`config.mk`:
```
export PLATFORM = sky130hd
export DESIGN_NAME = muldiv_seq
export DESIGN_NICKNAME = d
export VERILOG_FILES = /design/src/rtl/muldiv_seq.sv
export SDC_FILE = /design/constraint.sdc
export NUM_CORES = 1
export LEC_CHECK = 0
export ABC_AREA = 1
export CAP_MARGIN = 20
export CORE_MARGIN = 1
export CORE_UTILIZATION = 43
export CTS_BUF_LIST = sky130_fd_sc_hd__clkbuf_16
export DETAILED_ROUTE_END_ITERATION = 7
export GPL_TIMING_DRIVEN = 1
export PLACE_DENSITY = 0.79
export REMOVE_ABC_BUFFERS = 1
export SLEW_MARGIN = 20
export SYNTH_ARGS = -nofsm -noshare
export SYNTH_HDL_FRONTEND = slang
export SYNTH_SLANG_ARGS = --single-unit
```
`constraint.sdc`:
```
create_clock -name clk -period 5.6 [get_ports clk]
set_input_delay 1.12 -clock clk [delete_from_list [all_inputs] [get_ports clk]]
set_output_delay 1.12 -clock clk [all_outputs]
set_load 0.03 [all_outputs]
```
`src/rtl/muldiv_seq.sv`:
```
// Multi-cycle MULT/MULTU/DIV/DIVU sequencer that iterates through the shared EX-stage ALU.
// Optional MULDIV_STALL_CNT_EN adds a saturating stall-cycle counter output (stall_cnt).
module muldiv_seq #(
  parameter int XLEN = 32
) (
  input  logic            clk,
  input  logic            reset,
  input  logic            start,
  input  logic [1:0]      op,
  input  logic [XLEN-1:0] rs_val,
  input  logic [XLEN-1:0] rt_val,
  input  logic [4:0]      ex_alu_op,
  input  logic [XLEN-1:0] ex_arg1,
  input  logic [XLEN-1:0] ex_arg2,
  input  logic [XLEN-1:0] alu_result,
  output logic [4:0]      alu_op,
  output logic [XLEN-1:0] alu_arg1,
  output logic [XLEN-1:0] alu_arg2,
  output logic            busy,
  output logic            stall,
  output logic            done,
  output logic            div_by_zero,
  output logic [XLEN-1:0] hi,
  output logic [XLEN-1:0] lo
`ifdef MULDIV_STALL_CNT_EN
  ,
  output logic [31:0]     stall_cnt
`endif
);

  // state   | meaning
  // IDLE    | ALU passed through to EX, waiting for start
  // NEG_A   | absolute value of operand A in lo
  // NEG_B   | absolute value of operand B in mcand
  // ITER    | XLEN shift-add / restoring-divide steps
  // FIX_LO  | apply result sign to lo
  // FIX_HI  | apply result sign to hi, divide-by-zero override
  // DONE    | one-cycle done pulse, ALU passed through
  typedef enum logic [2:0] {
    S_IDLE, S_NEG_A, S_NEG_B, S_ITER, S_FIX_LO, S_FIX_HI, S_DONE
  } state_t;

  localparam logic [4:0] ALU_ADD = 5'b00000;
  localparam logic [4:0] ALU_SUB = 5'b00001;
  localparam logic [4:0] ALU_NOR = 5'b00100;
  localparam int CW = $clog2(XLEN);

  state_t          state;
  logic [XLEN-1:0] mcand;
  logic [XLEN-1:0] rs_orig;
  logic            neg_a;
  logic            neg_b;
  logic            is_div;
  logic            dz;
  logic [CW-1:0]   cnt;

  logic [XLEN-1:0] rem_s;
  logic            take;
  logic            negate;
  logic            carry;

  assign rem_s  = {hi[XLEN-2:0], lo[XLEN-1]};
  assign take   = hi[XLEN-1] | (rem_s >= mcand);
  assign negate = neg_a ^ neg_b;
  assign carry  = (alu_result < hi);

  assign busy  = (state != S_IDLE);
  assign done  = (state == S_DONE);
  assign stall = ((state != S_IDLE) && (state != S_DONE)) || (start && (state == S_IDLE));

  always_comb begin
    alu_op   = ex_alu_op;
    alu_arg1 = ex_arg1;
    alu_arg2 = ex_arg2;
    case (state)
      S_NEG_A, S_FIX_LO: begin
        alu_op   = ALU_SUB;
        alu_arg1 = '0;
        alu_arg2 = lo;
      end
      S_NEG_B: begin
        alu_op   = ALU_SUB;
        alu_arg1 = '0;
        alu_arg2 = mcand;
      end
      S_ITER: begin
        if (is_div) begin
          alu_op   = ALU_SUB;
          alu_arg1 = rem_s;
          alu_arg2 = mcand;
        end else begin
          alu_op   = ALU_ADD;
          alu_arg1 = hi;
          alu_arg2 = lo[0] ? mcand : '0;
        end
      end
      S_FIX_HI: begin
        // A zero low word means the +1 of the 64-bit negation carried into hi.
        if (!is_div && (lo != '0)) begin
          alu_op   = ALU_NOR;
          alu_arg1 = hi;
          alu_arg2 = hi;
        end else begin
          alu_op   = ALU_SUB;
          alu_arg1 = '0;
          alu_arg2 = hi;
        end
      end
      default: ;
    endcase
  end

  always_ff @(posedge clk or posedge reset) begin
    if (reset) begin
      state       <= S_IDLE;
      hi          <= '0;
      lo          <= '0;
      mcand       <= '0;
      rs_orig     <= '0;
      neg_a       <= 1'b0;
      neg_b       <= 1'b0;
      is_div      <= 1'b0;
      dz          <= 1'b0;
      cnt         <= '0;
      div_by_zero <= 1'b0;
    end else begin
      case (state)
        S_IDLE: begin
          if (start) begin
            hi          <= '0;
            lo          <= rs_val;
            mcand       <= rt_val;
            rs_orig     <= rs_val;
            neg_a       <= op[0] & rs_val[XLEN-1];
            neg_b       <= op[0] & rt_val[XLEN-1];
            is_div      <= op[1];
            dz          <= op[1] & (rt_val == '0);
            div_by_zero <= 1'b0;
            state       <= S_NEG_A;
          end
        end
        S_NEG_A: begin
          if (neg_a) lo <= alu_result;
          state <= S_NEG_B;
        end
        S_NEG_B: begin
          if (neg_b) mcand <= alu_result;
          cnt   <= CW'(XLEN - 1);
          state <= S_ITER;
        end
        S_ITER: begin
          if (is_div) begin
            if (take) begin
              hi <= alu_result;
              lo <= {lo[XLEN-2:0], 1'b1};
            end else begin
              hi <= rem_s;
              lo <= {lo[XLEN-2:0], 1'b0};
            end
          end else begin
            {hi, lo} <= {carry, alu_result, lo[XLEN-1:1]};
          end
          cnt <= cnt - 1'b1;
          if (cnt == '0) state <= S_FIX_LO;
        end
        S_FIX_LO: begin
          if (negate) lo <= alu_result;
          state <= S_FIX_HI;
        end
        S_FIX_HI: begin
          if (dz) begin
            hi          <= rs_orig;
            lo          <= '1;
            div_by_zero <= 1'b1;
          end else if (is_div ? neg_a : negate) begin
            // Remainder follows the dividend sign; product uses the combined sign.
            hi <= alu_result;
          end
          state <= S_DONE;
        end
        S_DONE: state <= S_IDLE;
        default: state <= S_IDLE;
      endcase
    end
  end

`ifdef MULDIV_STALL_CNT_EN
  always_ff @(posedge clk or posedge reset) begin
    if (reset) begin
      stall_cnt <= '0;
    end else if (stall && (stall_cnt != 32'hFFFF_FFFF)) begin
      stall_cnt <= stall_cnt + 32'd1;
    end
  end
`endif

endmodule

```
* Word-level counts from Yosys, hierarchy flattened
Index checks and enable logic that the tools add are counted.
** Storage, ports and cells
- Logic and storage cells :: 89
- Bits of input ports :: 170
- Output and inout bits :: 137
- Register bits :: 141
** Cells by class
- Equality and inequality tests :: 14
- $lt $le $gt $ge :: 2
- Bitwise operators :: 5
- Add/sub/neg operators :: 1
- Reductions and logical operators :: 23
- Multiplexer cells :: 33
** Operators with widths (number)
- 32-bit 2-to-1 mux :: 16
- 32-bit one-hot mux with 3 select lines :: 2
- 32-bit one-hot mux with 5 select lines :: 1
- 32-bit one-hot mux with 4 select lines :: 1
- 32-bit one-hot mux with 2 select lines :: 1
- 32-bit >= comparator :: 1
- 32-bit logical NOT :: 1
- 32-bit less-than comparator :: 1
- 32-bit nonzero test :: 1
- 3-bit one-hot mux with 6 select lines :: 1
- 5-bit one-hot mux with 3 select lines :: 1
- 2-bit != test (second input constant) :: 6
- 5-bit one-hot mux with 2 select lines :: 1
- 3-bit equality test (second input constant) :: 3
- 3-bit 2-to-1 mux :: 3
- 3-bit AND reduction :: 3
- 3-bit by 2-bit equality test with 1-bit output (second input constant) :: 2
- 3-bit != test (second input constant) :: 2
- 2-bit nonzero test :: 3
- 3-bit nonzero test :: 2
- 5-bit logical NOT :: 1
- 1-bit 2-to-1 mux :: 5
- 5-bit AND reduction :: 1
- 5-bit nonzero test :: 1
- 13 further kinds :: 18

* Logic depth before layout (Yosys ltp)
Gate-level depths: netlist of run 1.
- Depth in word-level cells :: 5
- Gate-level depth with buffers :: 20
- Gate-level depth less buffers :: 19

* Worst setup path after synthesis of run 1
Ideal clock, no wire load.
- Kind :: register to output
- Start point :: reg state[2]
- End point :: out alu_arg2[31]
- Arrival :: 2.010 ns
- Path buffers :: 2
- Path slack :: 2.470 ns
- Cell stages (with the launch flop) :: 14
- Required time :: 4.480 ns
- Cells stage by stage :: dfrtp_1 -> buf_2 -> inv_2 -> nor2_1 -> inv_1 -> nor2_1 -> nor2_2 -> inv_2 -> nor2_1 -> nand2_1 -> inv_2 -> buf_2 -> a21oi_1 -> a21oi_1
** Between the ends
- Word-level cells in the longest chain between the ends :: 3
- Elaborated cells between the ends (all ways) :: 7
- Classes of those cells :: eq/ne (5); mux (1); reduce/logical (1)
** RTL lines
- start: declaration :: line 48 : state_t state;
- start signal: assignment :: line 115 : state <= S_IDLE;
- start signal: assignment :: line 139 : state <= S_NEG_A;
- start signal: assignment :: line 144 : state <= S_NEG_B;
- 3-bit equality test or 3-bit by 1-bit equality test with 1-bit output (tied branches) :: line 75 : case (state)
- 2-bit OR reduction :: line 75
- 32-bit one-hot mux with 4 select lines * :: line 75
- end: declaration :: line 18 : output logic [XLEN-1:0] alu_arg2,
Every way passes the cells marked *; elsewhere a longest branch is shown, timed or not.

* Worst setup path in the final report of run 1
- Start point :: reg state[2]
- End point :: out alu_arg2[19]
Same word-level chain as after synthesis.

==> results of run 1 <==
## metal layers
layer | track usage | wire, um
met5 | 0 | 0
met2 | 0.5458 | 21490
met1 | 0.4462 | 18190
met3 | 0.08137 | 5429
met4 | 0.1931 | 2513
## registers in the layout (all words and copies together), names as in the netlist, 3 cells and up
name     flops
mcand       32
lo          32
cnt          5
rs_orig     32
state        3
hi          32
## power groups by stage
stage / clock, mW / sequential [mW] / combinational (mW)
after floorplan: 0 / 2.24 / 4.22
after global placement: 0 / 1.91 / 7.54
after detailed placement: 0 / 1.93 / 7.68
final: 1.30 / 1.94 / 7.88
after global routing: 1.34 / 1.99 / 8.46
after CTS: 1.30 / 1.92 / 7.72
## worst paths after layout
| check | startpoint | end | slack (ps) |
|---|---|---|---|
| max | state[2] | alu_arg2[19] | 740 |
| min | rs_orig[14] | rs_orig[14] | 490 |
| max reg2reg | state[2] | hi[24] | 2040 |
| min reg2reg | rs_orig[14] | rs_orig[14] | 490 |
| max in group asynchronous | reset | neg_b | 3380 |
| min in group asynchronous | reset | rs_orig[3] | 1130 |
## layout make-up
cell class | instances | area share
Antenna cell | 3 | 0.0004905
Sequential cell | 141 | 0.2306
Multi-Input combinational cell | 1276 | 0.4343
Timing Repair Buffer | 336 | 0.2145
Tap cell | 335 | 0.02739
Clock buffer | 17 | 0.02780
Clock inverter | 14 | 0.01472
Inverter | 203 | 0.05020
## critical path: stages, from the launching register on
cell and delay [ps]:
dfrtp_1 480, inv_2 80, nor2_1 50, inv_1 110, nor2_1 90, nor2_4 100
inv_2 210, nor2_1 330, nand2_1 130, inv_2 280, buf_4 470, a21oi_1 100
a21oi_1 150, clkdlybuf4s50_1 690
## synth_stat cells, types with 17 or more instances
| master | n | area share |
|---|---|---|
| inv_1 | 193 | 0.064 |
| a21oi_1 | 114 | 0.050 |
| clkbuf_1 | 65 | 0.021 |
| o21ai_0 | 141 | 0.062 |
| nor2_1 | 69 | 0.023 |
| nand3_1 | 153 | 0.067 |
| o211ai_1 | 67 | 0.044 |
| a22oi_1 | 32 | 0.021 |
| ha_1 | 65 | 0.072 |
| dfrtp_1 | 141 | 0.31 |
| o22ai_1 | 17 | 0.0094 |
| buf_2 | 29 | 0.013 |
| o221ai_1 | 29 | 0.022 |
| nand2_1 | 533 | 0.18 |
## cells by family (layout without fill, tap and decap cells)
| family | Yosys count | count (layout) |
|---|---|---|
| and+or+nand+nor | 788 | 788 |
| AOI/OAI and AO/OA | 422 | 422 |
| buffers and inverters | 314 | 570 |
| DFF | 141 | 141 |
| adders and majority gates | 65 | 65 |
| xor gates and xnor gates | 1 | 1 |
| other | 0 | 3 |
## metrics by stage
stage               utilization  cell area (um^2)  hold WS, ps
floorplan                     -             10900        447.0
global placement         0.5615             14590        466.8
detailed placement       0.5615             14590        473.4
CTS                      0.5866             15240        486.3
global route             0.5887             15300        508.2
finish                   0.5890             15300        487.0
==> flow_metrics.tcl, run 1 <==
set metrics [dict create \
    status "finished, violations left" \
    violations "DRC" \
    p_int_mw 4.924 \
    dp_hpwl_mm 31.97 \
    finalPower_mw 11.11 \
    drtIter0Drc 1479 \
    dp.cells 2289 \
    fin_ws_ps 737.4 \
    postCtsHoldBufs 0 \
    max_freq_ghz 0.2057 \
    grt_pass1_vias 13180 \
    netlist_area_um2 11360 \
    drc 6 \
    yosysWarnings 0 \
    synthXorXnorAreaFrac 0.0007708 \
    p_clk_frac 0.117 \
    ir_drop_mv 0.5343 \
    p_leak_nw 7.122 \
    avgSynthCellArea_um2 6.565 \
    wire_per_inst_um 20.48 \
    instances_no_fill 2325 \
    n_fill_cell 2432 \
    min_path_type "reg2reg" \
    clk_pin_slew_ps 60 \
    relSlewSlack 0.2914 \
    cts_tree "built" \
    clock_path_buffers 2 \
    rows 59 \
    gr-usage-all-layers 0.3501 \
    drtPass1Iterations 8 \
    syn_to_final_growth_pct 34.68 \
    tns_ps 0 \
    switching_share 0.5568 \
    die-width_um 164.6 \
    dr_total_vias 13920 \
    antenna_found_initial 0 \
    portBuffers 306 \
    slew_violations 0 \
    cellPowerDensity_nw_per_um2 725.9 \
    dp_slack_ps 1211 \
    worstSetupPathType "reg2out" \
    whs_path_depth 2 \
    gp_congestion 1.002 \
    cts_buffers 17 \
    async_reset_ff_frac 1.000 \
    power_switching_mw 6.186 \
    drive_gt1_frac 0.05234 \
    required_ps 4480 \
    synth_edf_count 0 \
    cts_setup_buffers 0 \
    rr_worst_depth 14 \
    worst_setup_path_start_kind "flip-flop" \
    grt_pass1_wl_mm 72.69 \
    setup_viol 0 \
    synth_compound_area_frac 0.2236 \
    fin_crit_sh 0.8683 \
    seq_area_um2 3530 \
    yosys.area_share.adder 0.07157 \
    finClkSkew_ps 10.65 \
    dieArea_um2 27080 \
    end_kind "output port" \
    synthSimpleGateAreaFrac 0.2855 \
    cp_max_fo 38 \
    final_hold_viol_count 0 \
    cts-resized-gates 0 \
    ant_nets 0 \
    cap_violations 0 \
    seq_power_share 0.174 \
    mostFrequentLayoutCell "nand2_1" \
    synth.area.mux_share 0 \
    rsz0062_at_grt "false" \
    wirelength_mm 47.62 \
    final_nets 2210 \
    layout_common_cells "nand2_1, clkdlybuf4s50_1, inv_1" \
    tightest_slew_ps 1061 \
    viasPerCell 5.988 \
    multi_input_area_um2 6646 \
    synthCells 1731 \
    critPathArrivalTime_ps 3740 \
    finalCriticalPeriod_ps 4863 \
    initial_core_util 0.4373 \
    synth_flop_cell "dfrtp_1" \
    synth_top_family_by_area "simple AND/OR/NAND/NOR gates" \
    grt_max_degree 98 \
    ioPinCount 307 \
    die-height_um 164.6 \
    cts.sinks 141 \
    synthDistinctLibCells 35 \
    core-area_um2 25980 \
    insertion_delay_ps 430 \
    synth-seq-cells 141 \
    gr-total-overflow 0 \
    ys_seq_area_frac 0.3105 \
    clockRootBuffer "clkbuf_16" \
    htree_levels 4 \
    p_comb_frac 0.709 \
]
No activity file was read; power rests on OpenSTA's default activity.
==> run 2: changes to the inputs <==
- ABC_CLOCK_PERIOD_IN_PS: not set -> 5600
==> results of run 2 <==
No change in the layout: final DEF, timing and power equal those of run 1.
